`config.mk`:
```
export PLATFORM = sky130hd
export DESIGN_NAME = mem_arbiter
export DESIGN_NICKNAME = d
export VERILOG_FILES = /design/src/rtl/mem_arbiter.sv
export SDC_FILE = /design/constraint.sdc
export NUM_CORES = 1
export LEC_CHECK = 0
export CAP_MARGIN = 20
export CORE_MARGIN = 2
export CORE_UTILIZATION = 42
export CTS_BUF_LIST = sky130_fd_sc_hd__clkbuf_4
export CTS_CLUSTER_SIZE = 14
export DETAILED_ROUTE_END_ITERATION = 6
export PLACE_DENSITY_LB_ADDON = 0.25
export SKIP_CTS_REPAIR_TIMING = 1
export SYNTH_ARGS = -nofsm -noshare
export SYNTH_HDL_FRONTEND = slang
export SYNTH_SLANG_ARGS = --single-unit
```
`constraint.sdc`:
```
create_clock -name clk -period 1.73 [get_ports clk]
set_input_delay 0.4325 -clock clk [delete_from_list [all_inputs] [get_ports clk]]
set_output_delay 0.4325 -clock clk [all_outputs]
set_load 0.005 [all_outputs]
```
`src/rtl/mem_arbiter.sv`:
```
// ---------------------------------------------------------------------------
// mem_arbiter
//   Shares one single-port BSRAM between three requesters:
//     video fetcher (read-only), CPU (read/write), boot loader (write-only,
//     only while boot_mode = 1). At most one access is issued per cycle.
//     Read data goes back to the requester that issued the read, in issue
//     order, a fixed RD_LAT+1 cycles after the request is accepted.
//   A starvation counter makes sure the CPU gets a slot even under
//   continuous video traffic.
//
// Ports
//   clk, rst_n                     clock, asynchronous active-low reset
//   boot_mode                      1 = boot loader owns writes, CPU blocked
//   v_req/v_addr -> v_gnt          video read request / accept
//   v_rvalid/v_rdata               video read return
//   c_req/c_we/c_addr/c_wdata      CPU request
//   c_gnt, c_rvalid/c_rdata        CPU accept / read return
//   b_req/b_addr/b_wdata -> b_gnt  boot write request / accept
//   mem_ce/mem_we/mem_ad/mem_din   registered BSRAM controls
//   mem_dout                       BSRAM read data
// ---------------------------------------------------------------------------
module mem_arbiter #(
  parameter int ADDR_W       = 16,
  parameter int DATA_W       = 8,
  parameter int RD_LAT       = 2,
  parameter int STARVE_LIMIT = 4
) (
  input  logic              clk,
  input  logic              rst_n,
  input  logic              boot_mode,
  input  logic              v_req,
  input  logic [ADDR_W-1:0] v_addr,
  output logic              v_gnt,
  output logic              v_rvalid,
  output logic [DATA_W-1:0] v_rdata,
  input  logic              c_req,
  input  logic              c_we,
  input  logic [ADDR_W-1:0] c_addr,
  input  logic [DATA_W-1:0] c_wdata,
  output logic              c_gnt,
  output logic              c_rvalid,
  output logic [DATA_W-1:0] c_rdata,
  input  logic              b_req,
  input  logic [ADDR_W-1:0] b_addr,
  input  logic [DATA_W-1:0] b_wdata,
  output logic              b_gnt,
  output logic              mem_ce,
  output logic              mem_we,
  output logic [ADDR_W-1:0] mem_ad,
  output logic [DATA_W-1:0] mem_din,
  input  logic [DATA_W-1:0] mem_dout
);

  // Counter is at least 3 bits wide and large enough to hold STARVE_LIMIT.
  localparam int CNT_W = ($clog2(STARVE_LIMIT + 1) < 3) ? 3 : $clog2(STARVE_LIMIT + 1);
  localparam logic [CNT_W-1:0] LIMIT = CNT_W'(STARVE_LIMIT);

  typedef enum logic [1:0] {
    TAG_NONE = 2'd0,
    TAG_VID  = 2'd1,
    TAG_CPU  = 2'd2
  } tag_t;

  logic [CNT_W-1:0] starve_cnt;
  tag_t             tag_pipe [RD_LAT];
  tag_t             issue_tag;
  logic             c_elig;
  logic             b_elig;
  logic             force_cpu;

  // ---------------------------------------------------------------------
  // Grant logic (combinational). Video > boot > CPU, except that a CPU
  // that has waited STARVE_LIMIT video wins takes the slot from video.
  // Boot and CPU are never eligible together, so the override only ever
  // has to beat video. Grants are held low while in reset.
  // ---------------------------------------------------------------------
  always_comb begin
    c_elig    = ~boot_mode & c_req;
    b_elig    = boot_mode & b_req;
    force_cpu = c_elig & (starve_cnt >= LIMIT);
    v_gnt     = rst_n & v_req & ~force_cpu;
    b_gnt     = rst_n & b_elig & ~v_req;
    c_gnt     = rst_n & c_elig & (force_cpu | ~v_req);
  end

  // Owner of the read (if any) accepted this cycle.
  always_comb begin
    issue_tag = TAG_NONE;
    if (v_gnt) begin
      issue_tag = TAG_VID;
    end else if (c_gnt && !c_we) begin
      issue_tag = TAG_CPU;
    end
  end

  // ---------------------------------------------------------------------
  // Starvation counter: counts video wins while the CPU is waiting.
  // ---------------------------------------------------------------------
  always_ff @(posedge clk or negedge rst_n) begin
    if (!rst_n) begin
      starve_cnt <= '0;
    end else if (!c_elig || c_gnt) begin
      starve_cnt <= '0;
    end else if (v_gnt && (starve_cnt < LIMIT)) begin
      starve_cnt <= starve_cnt + 1'b1;
    end
  end

  // ---------------------------------------------------------------------
  // Issue stage: the accepted access is presented to the BSRAM from
  // registers one cycle after acceptance. Address/data hold when idle;
  // video reads leave mem_din untouched.
  // ---------------------------------------------------------------------
  always_ff @(posedge clk or negedge rst_n) begin
    if (!rst_n) begin
      mem_ce  <= 1'b0;
      mem_we  <= 1'b0;
      mem_ad  <= '0;
      mem_din <= '0;
    end else begin
      mem_ce <= v_gnt | b_gnt | c_gnt;
      mem_we <= b_gnt | (c_gnt & c_we);
      if (v_gnt) begin
        mem_ad <= v_addr;
      end else if (b_gnt) begin
        mem_ad  <= b_addr;
        mem_din <= b_wdata;
      end else if (c_gnt) begin
        mem_ad  <= c_addr;
        mem_din <= c_wdata;
      end
    end
  end

  // ---------------------------------------------------------------------
  // Owner-tag pipeline. A tag enters stage 0 at acceptance and reaches
  // the last stage in the cycle mem_dout carries that read's data; the
  // return registers below then capture it.
  // ---------------------------------------------------------------------
  always_ff @(posedge clk or negedge rst_n) begin
    if (!rst_n) begin
      tag_pipe[0] <= TAG_NONE;
    end else begin
      tag_pipe[0] <= issue_tag;
    end
  end

  generate
    for (genvar gi = 1; gi < RD_LAT; gi++) begin : g_tag_stage
      always_ff @(posedge clk or negedge rst_n) begin
        if (!rst_n) begin
          tag_pipe[gi] <= TAG_NONE;
        end else begin
          tag_pipe[gi] <= tag_pipe[gi-1];
        end
      end
    end
  endgenerate

  // ---------------------------------------------------------------------
  // Read return: one-cycle rvalid pulse, rdata holds between pulses.
  // ---------------------------------------------------------------------
  always_ff @(posedge clk or negedge rst_n) begin
    if (!rst_n) begin
      v_rvalid <= 1'b0;
      c_rvalid <= 1'b0;
      v_rdata  <= '0;
      c_rdata  <= '0;
    end else begin
      v_rvalid <= (tag_pipe[RD_LAT-1] == TAG_VID);
      c_rvalid <= (tag_pipe[RD_LAT-1] == TAG_CPU);
      if (tag_pipe[RD_LAT-1] == TAG_VID) begin
        v_rdata <= mem_dout;
      end
      if (tag_pipe[RD_LAT-1] == TAG_CPU) begin
        c_rdata <= mem_dout;
      end
    end
  end

endmodule

```
After elaboration in Yosys (flattened, before gate mapping)
Index checks and enable logic that the tools add are counted.
{"block": "totals", "elab_cells": 52, "ff_bits": 51}
{"block": "classes", "n_reduce_logical": 9, "mux": 9, "magnitude_cmp": 2, "bitwise": 18, "eq_ne": 2, "add_sub_neg": 1}
{"cell": "16-bit two-way mux", "count": 3}
{"cell": "8-bit two-way mux", "count": 2}
{"cell": "1-bit AND", "count": 10}
{"cell": "3-bit two-way mux", "count": 2}
{"cell": "2-bit two-way mux", "count": 2}
{"cell": "1-bit NOT", "count": 4}
{"cell": "1-bit bitwise OR", "count": 4}
{"cell": "2-bit nonzero test", "count": 2}
{"cell": "3-bit by 1-bit adder with 3-bit output (second input constant)", "count": 1}
{"cell": "3-bit greater-or-equal comparator (second input constant)", "count": 1}
{"cell": "3-bit less-than comparator (second input constant)", "count": 1}
{"cell": "3-bit nonzero test", "count": 1}
{"cell": "2-bit by 1-bit == test with 1-bit output (second input constant)", "count": 1}
{"cell": "2-bit == test (second input constant)", "count": 1}
{"cell": "1-bit logical AND", "count": 2}
{"cell": "1-bit logical NOT", "count": 2}
{"cell": "2-bit AND reduction", "count": 1}
{"cell": "1-bit logical OR", "count": 1}

Logic depth before layout (Yosys ltp)
{"block": "depth", "depth_word": 8, "mapped_depth": 7, "depth_no_buf": 6}

Worst setup path after synthesis
No wires, ideal clock.
{"block": "synth_timing", "path_kind": "input-to-output", "from": "input rst_n", "to": "output b_gnt", "stages": 4, "slack_ns": 0.286, "arrival_time_ns": 1.011, "path_cell_list": "buf_4 > nand4b_4 > inv_4 > buf_4"}
{"block": "synth_via", "elab_chain_len": 2}
{"item": "start, declared", "line_no": "29", "text": "input logic rst_n,"}
{"item": "1-bit AND (2 in series)", "line_no": "82", "text": "b_gnt = rst_n & b_elig & ~v_req;"}
{"item": "end, declared", "line_no": "46", "text": "output logic b_gnt,"}
No other way between the ends.

Worst setup path after layout
{"block": "layout_timing", "from": "register mem_ad[14]", "to": "output mem_ad[14]"}
{"item": "start, declared", "line_no": "49", "text": "output logic [ADDR_W-1:0] mem_ad,"}
{"item": "start signal, assigned", "line_no": "124", "text": "mem_ad <= v_addr;"}
{"item": "start signal, assigned", "line_no": "126", "text": "mem_ad <= b_addr;"}
{"item": "start signal, assigned", "line_no": "129", "text": "mem_ad <= c_addr;"}
No word-level cell between the ends.

==> impl_metrics.tcl <==
set metrics [dict create \
    outcome "complete, no violations" \
    row_count 28 \
    drv_slew 0 \
    path_delay_family "buffers and inverters" \
    drv_cap 0 \
    ant_nets 0 \
    worst_pin_slew_ns 0.811 \
    synth_top_area_cell "dfrtp_1" \
    drt-total-wl_mm 6.44 \
    ir_worst_vdd_v 0.000377 \
    drt-pass1-iter-count 4 \
    chipHeight_microns 81.6 \
    slowest_stage "clkdlybuf4s50_1" \
    syn_to_final_growth_pct 64.2 \
    synthTopCellsByCount "dfrtp_1, nand2_1, mux2_2" \
    min_path_type "input port to asynchronous set/reset pin" \
    synthMostInstantiatedCell "dfrtp_1" \
    fp.dieW_microns 81.6 \
    cts-htree-levels 2 \
    crit_type "flop to primary output" \
    grt_util_all_layers_pct 18.8 \
    stdcell_count 447 \
    start_util_pct 43.0 \
    nets 451 \
    syn_area_sq_um 2530 \
    grt_pass1_wl_mm 9.72 \
    synth_seq_area_share_pct 50.5 \
    critPathBufInv 1 \
    drt_iter0_markers 69 \
    seqCellArea_sq_um 1280 \
    layout_min_cycle_time_ns 1.69 \
    num_vias 2194 \
    clk_pin_slew_worst_paths_ns 0.15 \
    antennaDiodeCount 0 \
    nFillCells 457 \
    viasPerCell 4.91 \
    gp_congestion 0.751 \
    synth_seq_cells 51 \
    setup_viol_count_final 0 \
    core_area_sq_um 5890 \
    clockBufferDepth 2 \
    hold_viol 0 \
    grt_max_degree 72 \
    async_reset_ff_share_pct 100 \
    synth_top_area_share_pct 50.5 \
    fin_skew_ns 0.00466 \
    pwr_density_cell_nw_per_um2 728 \
    cp-end-kind "primary output" \
    synth-edff-count 0 \
    drive_gt1_share_pct 24.2 \
    antenna_found_initial 0 \
    post_drt_wl_per_cell_microns 14.4 \
    dp_hpwl_mm 4.58 \
    ctsRootBufferMaster "clkbuf_4" \
    worstSetupStartpointType "flop" \
    synth.distinct_cells 33 \
    syn_inst 222 \
    cts_tree "built" \
    clock_latency_ns 0.36 \
    cts-buffers-inserted 5 \
    crit_chain "clkdlybuf4s50_1" \
    first_global_vias 2066 \
    cts.sinks 51 \
    max_stage_delay_ns 0.53 \
    dp_cells 425 \
    numPortBuffers 125 \
    fin_crit_sh_pct 97.8 \
    crit_required_ns 1.30 \
    synth_area_leaders "dfrtp_1, mux2_2, nand2_1" \
    max_slew_margin_pct 45.9 \
    syn-mean-instance-area_sq_um 11.4 \
    postLayoutCoreUtil_pct 70.6 \
    die-area_sq_um 6660 \
    overflow 0 \
    num_io_pins 126 \
    ys.flop_type "dfrtp_1" \
    tns_ns 0 \
    critPathMaxFanout 2 \
    cp.arrival_ns 1.26 \
    syn-num-nets 302 \
    yosys_warnings 0 \
    drc 0 \
    max_freq_mhz 591 \
    multiInputGateArea_sq_um 1120 \
    p_leak_nw 2.03 \
]
## registers in the layout (all words and copies together), names as in the netlist
signal,cells
mem_ad,16
starve_cnt,3
mem_we,1
mem_din,8
tag_pipe,4
c_rdata,8
v_rdata,8
c_rvalid,1
mem_ce,1
v_rvalid,1
## where the power goes
group / internal (W) / switching [W] / total [W] / leakage (nW)
clock network: 0.000164 / 0.000389 / 0.000553 / 0.0314
registers: 0.00137 / 0.0000856 / 0.00145 / 0.618
logic: 0.000681 / 0.000339 / 0.00102 / 1.38
## final cells by class
cell class,instances,share of cell area [%]
well taps,75,2.26
clock buffers,5,0.904
inverters,5,0.572
flip-flops and latches,51,30.7
multi-input cells,151,27.1
repair buffers,157,37.9
clock inverters,3,0.603
## path summary, 6_finish.rpt
kind / start / end / slack (ns) / depth (start not counted)
setup / recovery: mem_ad[14] / mem_ad[14] / 0.04 / 1
hold / removal: rst_n / starve_cnt[2] / 0.32 / 2
setup reg to reg: starve_cnt[2] / mem_ad[9] / 0.33 / 5
hold reg to reg: tag_pipe[3] / tag_pipe[1] / 0.37 / 0
max in group asynchronous: rst_n / c_rdata[7] / 0.89 / 2
min in group clk: tag_pipe[3] / tag_pipe[1] / 0.37 / 0
## cells by family (layout without fill, tap and decap cells)
family / Yosys count / after routing / synth area share [%]
flip-flops: 51 / 51 / 50.5
multiplexers: 18 / 18 / 7.97
AND/OR/NAND/NOR: 80 / 80 / 16.6
AO/OA/AOI/OAI: 52 / 52 / 18.6
buffers and inverters: 20 / 170 / 5.94
adder cells (fa/ha/maj): 1 / 1 / 0.495
## stage by stage
stage	hold WS (ns)	setup slack, ns	total power, W	area (sq um)
floorplan	0.137	0.286	0.00181	2530
global placement	0.333	-0.495	0.00243	3910
detailed placement	0.336	-0.584	0.00246	3910
CTS	0.326	-0.603	0.00301	3970
global route	0.364	-0.00715	0.00320	4150
finish	0.324	0.0385	0.00302	4150
## per-layer routing
layer | vias up | track usage, % | share of wire (%)
li1 | 1082 | - | -
met1 | 1046 | 24.8 | 42
met2 | 64 | 31.7 | 52
met3 | 2 | 4.29 | 6.1
met4 | 0 | 4.00 | 0.67
met5 | - | 0 | 0
## layout by cell type, fill, tap and decap left out, types with 2 or more instances in the layout
master and count:
o21ai_0 7, nor2b_1 4, a21oi_1 8, buf_12 2, inv_1 3, clkbuf_4 5
clkinv_4 2, inv_4 2, o2bb2ai_1 7, o2bb2ai_2 9, nor2_1 3, mux2_2 17
buf_4 30, dlymetal6s2s_1 24, o21ai_2 9, and3_1 16, nand2_1 48, a41oi_1 7
clkdlybuf4s50_1 99, dfrtp_1 51
No activity file was read; power rests on OpenSTA's default activity.
